===== src/rtl/reg_file_sb.sv =====
// Multi-port CPU register file: NUM_RD async read ports, two byte-strobed write ports
// and a per-register busy scoreboard. Define REG_FILE_SB_BYPASS_EN for write-to-read forwarding.
module reg_file_sb #(
  parameter int DATA_WIDTH = 32,
  parameter int ADDR_WIDTH = 5,
  parameter int NUM_RD     = 2
) (
  input  logic                         clk,
  input  logic                         resetn,
  input  logic [NUM_RD*ADDR_WIDTH-1:0] raddr,
  output logic [NUM_RD*DATA_WIDTH-1:0] rdata,
  output logic [NUM_RD-1:0]            rbusy,
  input  logic                         wen0,
  input  logic [ADDR_WIDTH-1:0]        waddr0,
  input  logic [DATA_WIDTH/8-1:0]      wstrb0,
  input  logic [DATA_WIDTH-1:0]        wdata0,
  input  logic                         wen1,
  input  logic [ADDR_WIDTH-1:0]        waddr1,
  input  logic [DATA_WIDTH/8-1:0]      wstrb1,
  input  logic [DATA_WIDTH-1:0]        wdata1,
  input  logic                         wclr1,
  input  logic                         mark_en,
  input  logic [ADDR_WIDTH-1:0]        mark_addr,
  output logic                         busy_any
);

  localparam int NREG = 2 ** ADDR_WIDTH;
  localparam int NB   = DATA_WIDTH / 8;

  logic [DATA_WIDTH-1:0] regs [NREG];
  logic [NREG-1:0]       busy;

  // Register 0 is only ever written by reset, so it reads as zero and never goes busy.
  always_ff @(posedge clk) begin
    if (!resetn) begin
      for (int r = 0; r < NREG; r++) begin
        regs[r] <= '0;
      end
      busy <= '0;
    end else begin
      for (int r = 1; r < NREG; r++) begin
        for (int b = 0; b < NB; b++) begin
          if (wen1 && waddr1 == ADDR_WIDTH'(r) && wstrb1[b]) begin
            regs[r][8*b +: 8] <= wdata1[8*b +: 8];
          end else if (wen0 && waddr0 == ADDR_WIDTH'(r) && wstrb0[b]) begin
            regs[r][8*b +: 8] <= wdata0[8*b +: 8];
          end
        end
        // A newly issued producer supersedes the one retiring this cycle.
        if (mark_en && mark_addr == ADDR_WIDTH'(r)) begin
          busy[r] <= 1'b1;
        end else if (wen1 && wclr1 && waddr1 == ADDR_WIDTH'(r)) begin
          busy[r] <= 1'b0;
        end
      end
    end
  end

  assign busy_any = |busy;

  for (genvar k = 0; k < NUM_RD; k++) begin : g_rd
    logic [ADDR_WIDTH-1:0] ra;
    assign ra = raddr[k*ADDR_WIDTH +: ADDR_WIDTH];
`ifdef REG_FILE_SB_BYPASS_EN
    logic [DATA_WIDTH-1:0] rd;
    always_comb begin
      rd = regs[ra];
      for (int b = 0; b < NB; b++) begin
        if (wen1 && waddr1 == ra && ra != '0 && wstrb1[b]) begin
          rd[8*b +: 8] = wdata1[8*b +: 8];
        end else if (wen0 && waddr0 == ra && ra != '0 && wstrb0[b]) begin
          rd[8*b +: 8] = wdata0[8*b +: 8];
        end
      end
    end
    assign rdata[k*DATA_WIDTH +: DATA_WIDTH] = rd;
    assign rbusy[k] = busy[ra] &&
                      !(wen1 && wclr1 && waddr1 == ra && !(mark_en && mark_addr == ra));
`else
    assign rdata[k*DATA_WIDTH +: DATA_WIDTH] = regs[ra];
    assign rbusy[k] = busy[ra];
`endif
  end

endmodule

===== config.mk =====
export PLATFORM = sky130hd
export DESIGN_NAME = reg_file_sb
export DESIGN_NICKNAME = d
export VERILOG_FILES = /design/src/rtl/reg_file_sb.sv
export SDC_FILE = /design/constraint.sdc
export NUM_CORES = 2
export LEC_CHECK = 0
export ABC_CLOCK_PERIOD_IN_PS = 8700
export CORE_MARGIN = 3
export CORE_UTILIZATION = 35
export CTS_BUF_LIST = sky130_fd_sc_hd__clkbuf_4 sky130_fd_sc_hd__clkbuf_8
export DETAILED_ROUTE_END_ITERATION = 12
export GPL_TIMING_DRIVEN = 0
export PLACE_DENSITY = 0.53
export SYNTH_ARGS = -nofsm -noshare
export SYNTH_HDL_FRONTEND = slang
export SYNTH_SLANG_ARGS = --single-unit

===== constraint.sdc =====
create_clock -name clk -period 8.7 [get_ports clk]
set_clock_uncertainty 0.1 [all_clocks]
set_input_delay 2.175 -clock clk [delete_from_list [all_inputs] [get_ports clk]]
set_output_delay 2.175 -clock clk [all_outputs]
set_load 0.01 [all_outputs]

==> flow_summary.yaml <==
detailed_routing:
  post_drt_wl_per_cell_um: 45.1
  drc_errors: 0
  vias: 51600
  drtIter0Drc: 8035
  drt-total-wl_um: 334000
  routed_via_density: 6.97
  dr.pass1.iters: 9
  drtAntennaViolNets: 0
placed_design:
  gp_congestion: 1.08
  port_buffers: 118
  dp_slack_ps: -484
  dp_hpwl_um: 241000
grt:
  antenna_found_initial: 39
  grt_usage_pct: 34.9
  grt_first_pass_wirelength_um: 438000
  overflow: 0
  grt_max_degree: 17
  grt_pass1_vias: 49500
layout:
  nets: 4974
  layout-drive-gt1-share_pct: 29.4
  syn2layout_area_growth_pct: 12.5
  num-fill-cells: 17000
floorplan:
  start_util_pct: 35.5
  core_mm2: 0.180
  num_rows: 155
  ios: 170
  die_area_mm2: 0.187
  die_h_um: 433
  die_x_um: 433
run_status:
  failed_checks: "max-capacitance violations, max-slew violations, negative setup slack"
  status: "finished with violations"
clock_tree:
  insertion_delay_ps: 970
  ctsHoldBuffers: 0
  cts_buffers: 182
  cts_sinks: 1023
  cts_tree: "built"
  htree_levels: 4
  clock_path_buffers: 3
  cts.clk_slew.worst_paths_ps: 60
  clock-root-buffer: "clkbuf_8"
  cts_setup_buffers: 0
synthesis:
  synth_most_common_cell: "edfxtp_1"
  ys_ff_latch: 1023
  seq_area_frac_synth_pct: 47.7
  synth-main-ff-cell: "edfxtp_1"
  netlist_area_mm2: 0.0637
  synth_nets: 4670
  yosys_warnings: 0
  yosysTopAreaCellShare_pct: 46.8
  postSynthAreaPerCell_um2: 13.9
  ys_types: 58
  synth_edf_count: 992
  netlist_instances: 4567
  ys_top_cells_by_area: "edfxtp_1, mux4_2, a22o_1, mux2_2, mux2i_1"
  synth_top_area_cell: "edfxtp_1"
  netlist_top_cells_count: "edfxtp_1, a22o_1, mux2_2, mux4_2, clkbuf_1"
  async_reset_ff_share_pct: 0
power_and_ir_drop:
  p_leak_nw: 24.2
  max-vdd-ir-drop_mv: 0.168
  power_density_mw_per_mm2: 181
timing:
  hold_viol_final: 0
  worst_slack_ps: -239
  fin_crit_ps: 8940
  tightest_slew_ps: 1580
  holdWs_ps: 436
  finalSetupViolations: 30
  finalSetupTns_ps: -3570
  relSlewSlack_pct: -5.35
  period_share_pct: 103
  fmax_ghz: 0.112
  slew_viol_final: 55
setup_path:
  critical_path.startpoint: "raddr[3]"
  crit_fanout: 10
  end_kind: "primary output"
  timing.rr.start: "busy[5]"
  crit_type: "input port to primary output"
  startpoint_type: "input port"
  cp.required_ps: 6430
  arrival_ps: 6660
min_path:
  hp-start: "busy[19]"
  min_path_type: "flop to flop"
flow_run:
  maxCapViolCount: 6
==> cells by family after synthesis <==
group                  Yosys count  synth area share [%]
AND/OR/NAND/NOR                743                  6.49
AO/OA/AOI/OAI                 1204                  16.4
multiplexers                  1075                  25.7
flip-flops                    1023                  47.7
buffers and inverters          522                  3.70
==> flip-flops by register name, summed over array words and instances, names as in the netlist <==
| signal | flops |
|---|---|
| regs | 992 |
| busy | 31 |
==> critical path: stages <==
cell             delay [ps]
clkdlybuf4s50_1         780
and2_1                  190
clkbuf_1                910
clkdlybuf4s15_1        1030
a22o_1                  290
o21ai_1                 140
o31ai_1                 350
clkdlybuf4s50_1         750
==> per-layer routing <==
layer / wire (µm) / global-route usage, % / vias up / part of all wire, %
met5: 82 / 0 / - / 0.025
met4: 28200 / 24.4 / 10 / 8.4
met3: 43100 / 13.3 / 1288 / 13
met2: 145000 / 51.8 / 4483 / 43
met1: 118000 / 41.6 / 26300 / 35
li1: - / - / 19500 / -
==> power by group <==
part           total [W]  internal, W  leakage (nW)  switching, W
combinational    0.00226     0.000816          12.5       0.00145
clock            0.00476      0.00245          1.94       0.00231
sequential       0.00597      0.00577          9.77      0.000197
total             0.0130      0.00904          24.2       0.00396
==> placed cells by master, fill, tap and decap left out, types with 10 or more instances in the layout <==
cell	Yosys	layout
nand3_2	39	39
edfxtp_1	992	992
a211oi_4	62	62
a21boi_0	31	31
nand3_1	141	141
o31ai_1	66	62
o21ai_0	31	31
clkinv_1	0	45
a22o_1	742	742
dfxtp_1	31	31
diode_2	0	34
clkbuf_1	356	343
mux4_2	396	396
buf_6	17	17
nand2_2	9	10
mux2_2	460	460
clkdlybuf4s50_1	0	118
nand2_1	253	252
nor2b_1	16	16
and3_1	36	36
clkbuf_4	0	49
buf_2	76	77
buf_1	23	20
a22oi_1	68	68
clkbuf_2	3	16
clkbuf_8	0	188
o21ai_1	66	66
nor2_1	94	92
mux2_1	54	54
clkinv_2	0	30
and2_1	74	74
nor2_4	14	14
a211oi_1	66	65
mux2i_1	165	165
nor2_2	9	11
buf_4	45	45
o22ai_1	66	66
==> layout make-up <==
class,count,area (µm²),area share (%)
well taps,2355,2950,4.11
inverters,2,7.51,0.0105
plain buffers,520,2380,3.32
diodes,34,85.1,0.119
clock buffers,237,2960,4.12
repair buffers,120,1210,1.69
flip-flops and latches,1023,30400,42.4
multi-input cells,3022,31000,43.2
clock inverters,97,703,0.981
==> final timing paths <==
path                     to  slack (ps)  depth (start not counted)
setup / recovery  rdata[25]        -240                          8
hold / removal     busy[19]         440                          2
setup reg to reg    busy[5]        7740                          2
hold reg to reg    busy[19]         440                          2
==> metrics by stage <==
step / total power, W / cells / util [%] / area (µm²)
global placement: 0.00820 / 7040 / 37.8 / 67800
finish: 0.0130 / 7410 / 39.9 / 71700
global route: 0.0132 / 7389 / 39.9 / 71600
detailed placement: 0.00822 / 7041 / 37.8 / 67900
CTS: 0.0129 / 7375 / 39.8 / 71500
floorplan: 0.00720 / 4567 / - / 63700
==> timing repair <==
action / CTS / global route
gates cloned: 0 / 0
endpoints found under the setup margin: 29 / 16
pin swaps: 0 / 0
gates resized for setup: 9 / 17
Power figures use the tool's default switching activity.
